<file path="src/rtl/actuated_phase_controller.sv">
// Fully actuated signal controller for N_PHASES mutually conflicting approach phases.
// One phase is green at a time. Calls are served round-robin and phases without a call
// are skipped. With no demand the controller rests in green on REST_PHASE.
//
// Ports
//   clk          : clock
//   reset_n      : asynchronous active-low reset
//   car_detect   : per-phase vehicle detector (level)
//   ped_button   : per-phase pedestrian push button (level)
//   light        : per-phase vehicle head {R,Y,G}, phase i at [3i+2:3i]
//   ped_light    : per-phase pedestrian head {R,Y,G}: G = walk, Y = flashing don't walk
//   active_phase : phase currently timing
//   call_pending : car or pedestrian call latched per phase
//   maxout       : high in the cycle a green ends on the maximum timer
module actuated_phase_controller #(
    parameter int unsigned N_PHASES   = 4,
    parameter int unsigned MIN_GREEN  = 10,
    parameter int unsigned MAX_GREEN  = 40,
    parameter int unsigned GAP        = 5,
    parameter int unsigned YELLOW     = 4,
    parameter int unsigned ALL_RED    = 2,
    parameter int unsigned WALK       = 7,
    parameter int unsigned PED_CLEAR  = 6,
    parameter int unsigned REST_PHASE = 0
) (
    input  logic                          clk,
    input  logic                          reset_n,
    input  logic [N_PHASES-1:0]           car_detect,
    input  logic [N_PHASES-1:0]           ped_button,
    output logic [3*N_PHASES-1:0]         light,
    output logic [3*N_PHASES-1:0]         ped_light,
    output logic [$clog2(N_PHASES)-1:0]   active_phase,
    output logic [N_PHASES-1:0]           call_pending,
    output logic                          maxout
);

    function automatic int unsigned max_u(input int unsigned a, input int unsigned b);
        return (a > b) ? a : b;
    endfunction

    localparam int unsigned PW        = $clog2(N_PHASES);
    localparam int unsigned PED_TOTAL = WALK + PED_CLEAR;
    localparam int unsigned PED_MIN   = max_u(MIN_GREEN, PED_TOTAL);
    localparam int unsigned LONGEST   = max_u(max_u(max_u(MAX_GREEN, PED_MIN), max_u(YELLOW,
                                              ALL_RED)), GAP);
    localparam int unsigned TW        = $clog2(LONGEST) + 1;
    localparam int unsigned GW        = $clog2(GAP) + 1;

    localparam logic [TW-1:0] T_SAT     = TW'(MAX_GREEN);
    localparam logic [TW-1:0] T_MAXOUT  = TW'(MAX_GREEN - 1);
    localparam logic [TW-1:0] T_MIN     = TW'(MIN_GREEN - 1);
    localparam logic [TW-1:0] T_PED_MIN = TW'(PED_MIN - 1);
    localparam logic [TW-1:0] T_YEL_END = TW'(YELLOW - 1);
    localparam logic [TW-1:0] T_AR_END  = TW'(ALL_RED - 1);
    localparam logic [TW-1:0] T_WALK    = TW'(WALK);
    localparam logic [TW-1:0] T_PED_END = TW'(PED_TOTAL);
    localparam logic [GW-1:0] GAP_LOAD  = GW'(GAP);

    localparam logic [2:0] HEAD_RED    = 3'b100;
    localparam logic [2:0] HEAD_YELLOW = 3'b010;
    localparam logic [2:0] HEAD_GREEN  = 3'b001;

    typedef enum logic [1:0] {StAllRed, StGreen, StYellow} state_e;

    state_e                 state_q, state_d;
    logic [TW-1:0]          timer_q, timer_d;
    logic [GW-1:0]          gap_q, gap_d;
    logic [PW-1:0]          active_q, active_d;
    logic                   ped_served_q, ped_served_d;
    logic [N_PHASES-1:0]    car_call_q, car_call_d;
    logic [N_PHASES-1:0]    ped_call_q, ped_call_d;
    logic [3*N_PHASES-1:0]  light_q, light_d;
    logic [3*N_PHASES-1:0]  ped_light_q, ped_light_d;

    logic [N_PHASES-1:0]    pending;
    logic [N_PHASES-1:0]    active_oh;
    logic [N_PHASES-1:0]    green_mask;
    logic [N_PHASES-1:0]    walk_mask;
    logic [PW-1:0]          sel_phase;
    logic [PW-1:0]          scan_idx;
    logic                   conflict;
    logic                   min_met;
    logic                   walk_now;

    assign pending = car_call_q | ped_call_q;

    always_comb begin
        active_oh           = '0;
        active_oh[active_q] = 1'b1;
    end

    assign walk_now   = (state_q == StGreen) && ped_served_q && (timer_q < T_WALK);
    assign green_mask = (state_q == StGreen) ? active_oh : '0;
    assign walk_mask  = walk_now ? active_oh : '0;

    // Only a ped call on the active phase can be set during its green, and only once the
    // walk is over (or when no walk was given), so it always counts as fresh demand.
    assign conflict = (|(pending & ~active_oh)) | ped_call_q[active_q];
    assign min_met  = timer_q >= (ped_served_q ? T_PED_MIN : T_MIN);

    // Scan downward so the closest phase after active_q wins; active_q itself is last.
    always_comb begin
        sel_phase = PW'(REST_PHASE);
        scan_idx  = '0;
        for (int k = int'(N_PHASES); k >= 1; k--) begin
            scan_idx = PW'((int'(active_q) + k) % int'(N_PHASES));
            if (pending[scan_idx]) begin
                sel_phase = scan_idx;
            end
        end
    end

    always_comb begin
        state_d      = state_q;
        timer_d      = (timer_q == T_SAT) ? timer_q : timer_q + TW'(1);
        gap_d        = gap_q;
        active_d     = active_q;
        ped_served_d = ped_served_q;
        car_call_d   = car_call_q | (car_detect & ~green_mask);
        ped_call_d   = ped_call_q | (ped_button & ~walk_mask);
        maxout       = 1'b0;

        unique case (state_q)
            StAllRed: begin
                if (timer_q == T_AR_END) begin
                    state_d               = StGreen;
                    active_d              = sel_phase;
                    gap_d                 = GAP_LOAD;
                    ped_served_d          = ped_call_q[sel_phase];
                    // Clearing the served calls overrides any set in this same cycle.
                    car_call_d[sel_phase] = 1'b0;
                    ped_call_d[sel_phase] = 1'b0;
                end
            end
            StGreen: begin
                if (car_detect[active_q]) begin
                    gap_d = GAP_LOAD;
                end else if (gap_q != '0) begin
                    gap_d = gap_q - GW'(1);
                end
                if (min_met && conflict && ((gap_q == '0) || (timer_q >= T_MAXOUT))) begin
                    state_d = StYellow;
                    maxout  = (gap_q != '0);
                end
            end
            StYellow: begin
                if (timer_q == T_YEL_END) begin
                    state_d = StAllRed;
                end
            end
            default: begin
                state_d = StAllRed;
            end
        endcase

        if (state_d != state_q) begin
            timer_d = '0;
        end
    end

    // Heads are computed from next state so the registered outputs line up with the state.
    always_comb begin
        light_d     = {N_PHASES{HEAD_RED}};
        ped_light_d = {N_PHASES{HEAD_RED}};
        for (int i = 0; i < int'(N_PHASES); i++) begin
            if (active_d == PW'(i)) begin
                if (state_d == StGreen) begin
                    light_d[3*i +: 3] = HEAD_GREEN;
                    if (ped_served_d) begin
                        if (timer_d < T_WALK) begin
                            ped_light_d[3*i +: 3] = HEAD_GREEN;
                        end else if (timer_d < T_PED_END) begin
                            ped_light_d[3*i +: 3] = HEAD_YELLOW;
                        end
                    end
                end else if (state_d == StYellow) begin
                    light_d[3*i +: 3] = HEAD_YELLOW;
                end
            end
        end
    end

    always_ff @(posedge clk or negedge reset_n) begin
        if (!reset_n) begin
            state_q      <= StAllRed;
            timer_q      <= '0;
            gap_q        <= '0;
            active_q     <= PW'(REST_PHASE);
            ped_served_q <= 1'b0;
            car_call_q   <= '0;
            ped_call_q   <= '0;
            light_q      <= {N_PHASES{HEAD_RED}};
            ped_light_q  <= {N_PHASES{HEAD_RED}};
        end else begin
            state_q      <= state_d;
            timer_q      <= timer_d;
            gap_q        <= gap_d;
            active_q     <= active_d;
            ped_served_q <= ped_served_d;
            car_call_q   <= car_call_d;
            ped_call_q   <= ped_call_d;
            light_q      <= light_d;
            ped_light_q  <= ped_light_d;
        end
    end

    assign light        = light_q;
    assign ped_light    = ped_light_q;
    assign active_phase = active_q;
    assign call_pending = pending;

endmodule

</file>
<file path="config.mk">
export PLATFORM = sky130hd
export DESIGN_NAME = actuated_phase_controller
export DESIGN_NICKNAME = d
export VERILOG_FILES = /design/src/rtl/actuated_phase_controller.sv
export SDC_FILE = /design/constraint.sdc
export NUM_CORES = 1
export LEC_CHECK = 0
export ABC_AREA = 0
export CAP_MARGIN = 10
export CORE_UTILIZATION = 54
export CTS_CLUSTER_SIZE = 20
export DETAILED_ROUTE_END_ITERATION = 8
export GPL_TIMING_DRIVEN = 0
export PLACE_DENSITY = 0.8
export REMOVE_ABC_BUFFERS = 1
export SLEW_MARGIN = 5
export SYNTH_ARGS = -nofsm -noshare
export SYNTH_HDL_FRONTEND = slang
export SYNTH_SLANG_ARGS = --single-unit
</file>
<file path="constraint.sdc">
create_clock -name clk -period 3.58 [get_ports clk]
set_clock_uncertainty 0.2 [all_clocks]
set_input_delay 0.716 -clock clk [delete_from_list [all_inputs] [get_ports clk]]
set_output_delay 0.716 -clock clk [all_outputs]
set_load 0.01 [all_outputs]
</file>
# After elaboration in Yosys (flattened, before gate mapping)
# Cells that the tools add are included.
[totals] input_bits=10 elab_cells=127 reg_bits=48
[op_classes] add_sub_neg=6 bitwise_logic=13 mux=59 n_reduce_logical=14 n_eq_ne=13 order_cmp=13
[ops] op="2-to-1 mux 3 bit" n=15
[ops] op="2-to-1 mux 4 bit" n=9
[ops] op="AND 4 bit" n=5
[ops] op="< comparator 2 x 3 -> 1 bit (second input constant)" n=6
[ops] op="2-to-1 mux 2 bit" n=9
[ops] op="inverter 4 bit" n=4
[ops] op="binary-select mux 1 bit (select 2 bit)" n=7
[ops] op="< comparator 7 x 3 -> 1 bit (second input constant)" n=2
[ops] op="2-to-1 mux 7 bit" n=2
[ops] op="2-to-1 mux 1 bit" n=13
[ops] op="OR 4 bit" n=3
[ops] op="equality test 2 bit (second input constant)" n=4
[ops] op="case mux 4 bit (2 select lines)" n=1
[ops] op="adder 7 x 1 -> 7 bit (second input constant)" n=1
[ops] op="equality test 7 x 1 -> 1 bit (second input constant)" n=1
[ops] op="equality test 7 x 2 -> 1 bit (second input constant)" n=1
[ops] op="equality test 7 x 6 -> 1 bit (second input constant)" n=1
[ops] op="greater-or-equal comparator 7 x 4 -> 1 bit" n=1
[ops] op="greater-or-equal comparator 7 x 6 -> 1 bit (second input constant)" n=1
[ops] op="< comparator 7 x 4 -> 1 bit (second input constant)" n=1
[ops] op="equality test 2 x 1 -> 1 bit (second input constant)" n=3
[ops] op="logical AND 1 bit" n=6
[ops] op="case mux 2 bit (3 select lines)" n=1
[ops] op="adder 2 x 1 -> 2 bit (second input constant)" n=2
[ops] op="15 further kinds" n=19

# Longest topological paths before layout
# Gate-level depths: netlist (run 1).
[logic_depth] ltp_word=20 depth_mapped=12 depth_no_buf=12

# Worst setup path after synthesis (run 1)
# Ideal clock, no wire load.
[synth_timing] path_kind="register to register" startpoint="register active_q[1], in the netlist active_phase[1]" endpoint="register ped_light_q[8], in the netlist ped_light[8]" path_buffers=1 path_slack_ns=0.492 setup_ns=0.094 arrival_ns=2.794 path_stages_with_launch=10 period_less_slack_ns=3.088 required_ns=3.286 path_cell_list="dfrtp_1 clkbuf_1 inv_1 ha_1 or3_1 a221oi_4 o22ai_4 nor3_2 a21oi_2 or4b_1"
[synth_via] elab_chain_cells=20 word_cells_on_any_way=48 classes_between="add/sub (4); order compare (4); eq/ne (3); mux (30); bitwise (3); reduce/logical (4)"
[synth_rtl] element="from (decl)" line_no="68" source="logic [PW-1:0] active_q, active_d;"
[synth_rtl] element="from (signal assigned)" line_no="188" source="active_q <= PW'(REST_PHASE);"
[synth_rtl] element="from (signal assigned)" line_no="198" source="active_q <= active_d;"
[synth_rtl] element="< comparator 2 x 3 -> 1 bit (implied by the code) / greater-or-equal comparator 2 x 1 -> 1 bit (equally long branches)" line_no="89" source="active_oh[active_q] = 1'b1;"
[synth_rtl] element="logical AND 1 bit (implied by the code)" line_no="89"
[synth_rtl] element="2-to-1 mux 1 bit (implied by the code)" line_no="89"
[synth_rtl] element="demux 1 bit (select 2 bit)" line_no="89"
[synth_rtl] element="inverter 4 bit" line_no="98" source="assign conflict = (|(pending & ~active_oh)) | ped_call_q[active_q];"
[synth_rtl] element="AND 4 bit" line_no="98"
[synth_rtl] element="OR reduction 4 bit" line_no="98"
[synth_rtl] element="OR 1 bit" line_no="98"
[synth_rtl] element="(+5 left out)"
[synth_rtl] element="2-to-1 mux 7 bit" line_no="156" source="if (state_d != state_q) begin"
[synth_rtl] element="< comparator 7 x 4 -> 1 bit" line_no="172" source="end else if (timer_d < T_PED_END) begin"
[synth_rtl] element="2-to-1 mux 3 bit" line_no="172"
[synth_rtl] element="2-to-1 mux 3 bit" line_no="170" source="if (timer_d < T_WALK) begin"
[synth_rtl] element="2-to-1 mux 3 bit" line_no="169" source="if (ped_served_d) begin"
[synth_rtl] element="2-to-1 mux 3 bit" line_no="167" source="if (state_d == StGreen) begin"
[synth_rtl] element="2-to-1 mux 3 bit *" line_no="166" source="if (active_d == PW'(i)) begin"
[synth_rtl] element="named net ped_light_d[8]" line_no="73" source="logic [3*N_PHASES-1:0] ped_light_q, ped_light_d;"
[synth_rtl] element="to (signal assigned)" line_no="193" source="ped_light_q <= {N_PHASES{HEAD_RED}};"
[synth_rtl] element="to (signal assigned)" line_no="203" source="ped_light_q <= ped_light_d;"
[synth_rtl] element="to (decl)" line_no="73"
# The timed path passes the listed nets; every way through them passes the cells marked *. The select of a mux whose other input is x is not followed.
# A chain may end at the register's enable or synchronous reset.

# Final worst setup path (run 1)
[layout_timing] startpoint="register timer_q[0]" endpoint="output port maxout"
[layout_via] elab_chain_cells=5 word_cells_on_any_way=7 classes_between="order compare (2); mux (2); reduce/logical (3)"
[layout_rtl] element="from (decl)" line_no="66" source="logic [TW-1:0] timer_q, timer_d;"
[layout_rtl] element="from (signal assigned)" line_no="196" source="timer_q <= timer_d;"
[layout_rtl] element="greater-or-equal comparator 7 x 4 -> 1 bit / greater-or-equal comparator 7 x 6 -> 1 bit (equally long branches)" line_no="99, 141"
[layout_rtl] element="logical AND 1 bit / logical OR 1 bit (equally long branches)" line_no="141" source="if (min_met && conflict && ((gap_q == '0) || (timer_q >= T_MAXOUT))) begin"
[layout_rtl] element="logical AND 1 bit *" line_no="141"
[layout_rtl] element="2-to-1 mux 1 bit *" line_no="141"
[layout_rtl] element="2-to-1 mux 1 bit *" line_no="123" source="unique case (state_q)"
[layout_rtl] element="to (decl)" line_no="34" source="output logic maxout"
# Mark *: on every way between the ends. The rest lies on a longest branch, timed or not.

==> flow_metrics.env, run 1 <==
export IMPL_rows=25
export IMPL_clk_insertion_delay_late_ns=0.30
export IMPL_end_kind="primary output"
export IMPL_min_period_ns=3.38
export IMPL_antenna_left=0
export IMPL_slowest_delay_ns=0.56
export IMPL_wirelength_mm=5.73
export IMPL_synth_edf_count=0
export IMPL_stdcell_count=372
export IMPL_cts_root_buf="clkbuf_8"
export IMPL_die_w_um=71.8
export IMPL_wl_per_cell_um=15.4
export IMPL_p_total_mw=2.67
export IMPL_power_internal_mw=1.51
export IMPL_num_vias=2085
export IMPL_rsz0062_at_grt="no"
export IMPL_synth_top_area_cell="dfrtp_1"
export IMPL_die_h_um=71.8
export IMPL_p_seq_share_pct=33.4
export IMPL_ys_top_cells_by_count="dfrtp_1, nor2_1, inv_1"
export IMPL_drive_gt1_share_pct=13.8
export IMPL_placed_cell_area_um2=3090
export IMPL_numCtsBuffers=5
export IMPL_grt_pass1_wl_mm=9.58
export IMPL_timing_final_ws_setup_ns=0.202
export IMPL_numPlacedInstances=363
export IMPL_leakage_nw=1.30
export IMPL_fp_coreArea_um2=4720
export IMPL_antenna_cells=0
export IMPL_seq_area_frac_synth_pct=46.0
export IMPL_ff2ff_path_depth=10
export IMPL_post_route_util_pct=68.4
export IMPL_period_share_pct=94.4
export IMPL_worstMarginPinSlew_ns=0.606
export IMPL_design_area_um2=3230
export IMPL_drtIter0Drc=162
export IMPL_rrSetupSlack_ns=0.22
export IMPL_htree_num_levels=2
export IMPL_antenna_found_initial=0
export IMPL_cp_max_fo=8
export IMPL_syn2layout_area_growth_pct=22.7
export IMPL_slowest_stage="clkdlybuf4s50_1"
export IMPL_cts_sinks=48
export IMPL_finalHoldViolations=0
export IMPL_p_clk_share_pct=14.9
export IMPL_worstSetupStartpointType="flip-flop"
export IMPL_timing_rr_start="timer_q[0]"
export IMPL_slew_headroom_pct=59.6
export IMPL_grt_max_degree=34
export IMPL_hold_path_class="in -> async"
export IMPL_async_flop_share_pct=100
export IMPL_gr_total_overflow=0
export IMPL_cp_required_ns=2.66
export IMPL_synthMostInstantiatedCell="dfrtp_1"
export IMPL_fmax_mhz=296
export IMPL_setup_violations=0
export IMPL_yosys_area_top_type_share_pct=38.0
export IMPL_drcViolationCount=0
export IMPL_avgSynthCellArea_um2=10.0
export IMPL_port_buffers=40
export IMPL_grt_pass1_vias=1992
export IMPL_drtPass1Iterations=4
export IMPL_p_sw_share_pct=43.3
export IMPL_final_max_slew_violation_count=0
export IMPL_clockBufferDepth=2
export IMPL_dieArea_um2=5160
export IMPL_synth_seq_cells=48
export IMPL_crit_type="reg -> out"
export IMPL_ys_types=61
export IMPL_postCtsHoldBufs=0
export IMPL_tritoncts="built"
export IMPL_synthFlopType="dfrtp_1"
export IMPL_max_vdd_ir_drop_mv=0.380
export IMPL_worstPathArrival_ns=2.46
export IMPL_fin_hold_ws_ns=0.114
export IMPL_clkTransAtPathRegs_ns=0.09
export IMPL_initial_utilization_pct=55.8
export IMPL_yosys_warnings=0
export IMPL_timing_setup_tns_ns=0
export IMPL_hpwl_mm=4.25
export IMPL_synthTopCellsByArea="dfrtp_1, dfstp_2, ha_1"
export IMPL_r2r_end="ped_light[5]"
export IMPL_gp_congestion=0.947
export IMPL_nets=326
export IMPL_synth_area_um2=2630
export IMPL_crit_chain="inv_1 > ha_1 > nor4b_1 > o21ai_1 > o311ai_4 > nor3_2 > clkdlybuf4s50_1"
export IMPL_combPwrFrac_pct=51.7
export IMPL_syn_instance_count=263
export IMPL_cap_violations=0
export IMPL_outcome="finished clean"
export IMPL_power_density_nw_per_um2=826
export IMPL_p_sw_mw=1.16
export IMPL_pre_cts_slack_ns=0.102
export IMPL_viasPerCell=5.60
export IMPL_gr_usage_all_layers_pct=24.0
export IMPL_ios=41
[worst max-delay path: cells and delay by family, from the launching register on]
family / cells / cell delay (ns)
AO/OA/AOI/OAI: 2 / 0.45
AND/OR/NAND/NOR: 2 / 0.36
adder cells (fa/ha/maj): 1 / 0.21
buffers and inverters: 2 / 0.68
flip-flops: 1 / 0.46
[cell usage in the layout (no fill, tap or decap), types with 5 or more instances in the layout]
cell type | synthesis | final
a21oi_1 | 14 | 14
clkbuf_8 | 0 | 5
clkdlybuf4s50_1 | 0 | 39
dfrtp_1 | 40 | 37
dfstp_2 | 8 | 8
ha_1 | 12 | 11
inv_1 | 20 | 20
nand2_1 | 19 | 19
nand3_1 | 7 | 7
nor2_1 | 29 | 29
nor2b_1 | 8 | 8
nor3_1 | 8 | 7
o21ai_0 | 12 | 11
[area by class of cell]
type / count / area, um2
repair buffers: 42 / 423
well taps: 67 / 83.8
clock inverters: 3 / 46.3
flip-flops and latches: 48 / 1210
fillers: 365 / 1490
clock buffers: 5 / 68.8
inverters: 20 / 75.1
multi-input cells: 187 / 1320
[power groups by stage]
stage	sequential, mW	clock, mW	combinational [mW]
after floorplan	0.904	0	0.884
after global placement	0.910	0	1.29
after detailed placement	0.911	0	1.32
after CTS	0.903	0.407	1.33
after global routing	0.917	0.420	1.52
final	0.891	0.397	1.38
[how the worst max path moves through the flow]
stage | start | end | slack (ns) | cells after the start
finish | timer_q[0] | maxout | 0.20 | 7
global route | timer_q[1] | ped_light[5] | 0.04 | 10
CTS | timer_q[0] | maxout | 0.03 | 7
detailed placement | active_phase[0] | ped_light[8] | 0.10 | 8
global placement | active_phase[0] | ped_light[8] | 0.1 | 8
floorplan | active_phase[0] | ped_light[8] | 0.51 | 8
[routing by layer]
layer / GRT usage, % / vias to the layer above / part of all wire, %
li1: - / 1013 / -
met1: 33.2 / 1010 / 46
met2: 39.0 / 54 / 49
met3: 3.09 / 8 / 3.4
met4: 8.71 / 0 / 1.7
met5: 0 / - / 0
[what timing repair did]
item / in CTS / in global routing
cloned: 0 / 0
buffers inserted: 0 / 1
endpoints found under the setup margin: 1 / 3
resized for setup: 3 / 4
[flip-flops by register name (all words and copies together) (netlist names)]
register      count
timer_q           7
gap_q             4
car_call_q        4
light            12
ped_served_q      1
ped_call_q        4
state_q           2
ped_light        12
active_phase      2
[cells by family after synthesis]
group	synth area share, %
buffers and inverters	4.47
adders and majority gates	5.70
and+or+nand+nor	22.9
AOI/OAI and AO/OA	17.3
muxes	1.71
DFF	46.0
xor gates and xnor gates	2.00
(Power assumes the default switching activity.)
==> run 2: changes to the inputs <==
--- a/config.mk
+++ b/config.mk
@@ -7,11 +7,11 @@
 export LEC_CHECK = 0
 export ABC_AREA = 0
 export CAP_MARGIN = 10
-export CORE_UTILIZATION = 54
+export CORE_UTILIZATION = 58
 export CTS_CLUSTER_SIZE = 20
 export DETAILED_ROUTE_END_ITERATION = 8
 export GPL_TIMING_DRIVEN = 0
-export PLACE_DENSITY = 0.8
+export PLACE_DENSITY = 0.85
 export REMOVE_ABC_BUFFERS = 1
 export SLEW_MARGIN = 5
 export SYNTH_ARGS = -nofsm -noshare
==> constraint.sdc (replaced) <==
create_clock -name clk -period 3.9 [get_ports clk]
set_clock_uncertainty 0.2 [all_clocks]
set_input_delay 0.78 -clock clk [delete_from_list [all_inputs] [get_ports clk]]
set_output_delay 0.78 -clock clk [all_outputs]
set_load 0.01 [all_outputs]
==> run 2 against run 1 <==
Setup slack better by 0.018 ns. Count of clock-buffer cells in the layout rose by 1. Total power is 10% lower. Non-clock buffer count fell by 1. Critical path type unchanged.
==> flow_metrics.env, run 2 (same netlist as run 1, synthesis figures left out) <==
export IMPL_outcome="finished clean"
export IMPL_gp_congestion=0.925
export IMPL_crit_start="active_phase[1]"
export IMPL_rsz0062_at_grt="no"
export IMPL_drive_gt1_share_pct=12.2
export IMPL_placed_cell_area_um2=3080
export IMPL_finalHoldViolations=0
export IMPL_ios=41
export IMPL_antenna_left=0
export IMPL_drtIter0Drc=175
export IMPL_cp_max_fo=12
export IMPL_drtPass1Iterations=4
export IMPL_hpwl_mm=4.36
export IMPL_nets=325
export IMPL_final_max_slew_violation_count=0
export IMPL_cts_root_buf="clkbuf_8"
export IMPL_antenna_cells=0
export IMPL_crit_type="reg -> out"
export IMPL_grt_pass1_vias=2142
export IMPL_fp_coreArea_um2=4350
export IMPL_cts_setup_buffers=0
export IMPL_postCtsHoldBufs=0
export IMPL_clk_insertion_delay_late_ns=0.31
export IMPL_rows=24
export IMPL_gr_total_overflow=0
export IMPL_design_area_um2=3180
export IMPL_timing_rr_start="timer_q[0]"
export IMPL_worstMarginPinSlew_ns=0.611
export IMPL_cts_sinks=48
export IMPL_period_share_pct=94.4
export IMPL_worstSetupStartpointType="flip-flop"
export IMPL_clkTransAtPathRegs_ns=0.09
export IMPL_seqCellArea_um2=1210
export IMPL_viasPerCell=5.97
export IMPL_cap_violations=0
export IMPL_wl_per_cell_um=16.6
export IMPL_num_vias=2126
export IMPL_timing_final_ws_setup_ns=0.220
export IMPL_worstPathArrival_ns=2.70
export IMPL_grt_max_degree=26
export IMPL_layout_common_cells="dfrtp_1, clkdlybuf4s50_1, nor2_1"
export IMPL_setup_violations=0
export IMPL_p_total_mw=2.39
export IMPL_port_buffers=40
export IMPL_cp_required_ns=2.92
export IMPL_min_period_ns=3.68
export IMPL_antenna_found_initial=0
export IMPL_fmax_mhz=272
export IMPL_die_w_um=69.4
export IMPL_fill_cells=319
export IMPL_clockBufferDepth=2
export IMPL_wirelength_mm=5.90
export IMPL_fin_hold_ws_ns=0.249
export IMPL_dieArea_um2=4810
export IMPL_stdcell_count=356
export IMPL_max_vdd_ir_drop_mv=0.452
export IMPL_syn2layout_area_growth_pct=20.7
export IMPL_leakage_nw=1.29
export IMPL_grt_pass1_wl_mm=9.92
export IMPL_multi_input_area_um2=1310
export IMPL_numCtsBuffers=5
export IMPL_timing_setup_tns_ns=0
export IMPL_slew_headroom_pct=59.1
export IMPL_pre_cts_slack_ns=0.403
export IMPL_initial_utilization_pct=60.5
export IMPL_post_route_util_pct=73.0
export IMPL_drcViolationCount=0
export IMPL_end_kind="primary output"
export IMPL_tritoncts="built"
export IMPL_power_density_nw_per_um2=753
export IMPL_htree_num_levels=2
export IMPL_die_h_um=69.4
export IMPL_hold_path_class="in -> async"
export IMPL_gr_usage_all_layers_pct=25.8
export IMPL_numPlacedInstances=348
run 2: worst max-delay path, stage by stage, from the launching register on:
cell and delay (ns):
dfrtp_1 0.60, inv_1 0.19, ha_1 0.25, o22ai_1 0.27
o311ai_4 0.17, nor3_1 0.32, clkdlybuf4s50_1 0.60
run 2: final timing paths:
kind | slack, ns | cells past startpoint | to
worst max register to register | 0.46 | 10 | ped_light[5]
worst min-delay path | 0.25 | 1 | light[1]
max in group asynchronous | 2.66 | 2 | ped_light[2]
worst max-delay path | 0.22 | 6 | maxout
min in group clk | 0.32 | 1 | gap_q[0]
worst min register to register | 0.32 | 1 | gap_q[0]
run 2: metal layers:
metal  up-vias  part of all wire [%]  track usage, %
met2        62                    51            46.5
met4         0                   1.2            7.26
met3         8                   4.4            3.92
li1       1018                     -               -
met1      1038                    43            32.1
met5         -                     0               0
run 2: area by class of cell:
cell class	instances	area share (%)
sequential	48	38.1
clock buffer	6	2.60
tap	52	2.05
clock inverter	2	0.472
timing repair buffer	41	13.3
multi-input combinational	187	41.1
inverter	20	2.36
run 2: power by group:
group / internal [mW] / switching, mW
Sequential: 0.657 / 0.176
Combinational: 0.528 / 0.714
Clock: 0.144 / 0.172
Total: 1.33 / 1.06
run 2: timing repair:
item	in CTS	in global routing
hold endpoints to repair	0	0
gates resized for setup	0	2
setup endpoints to repair	0	1
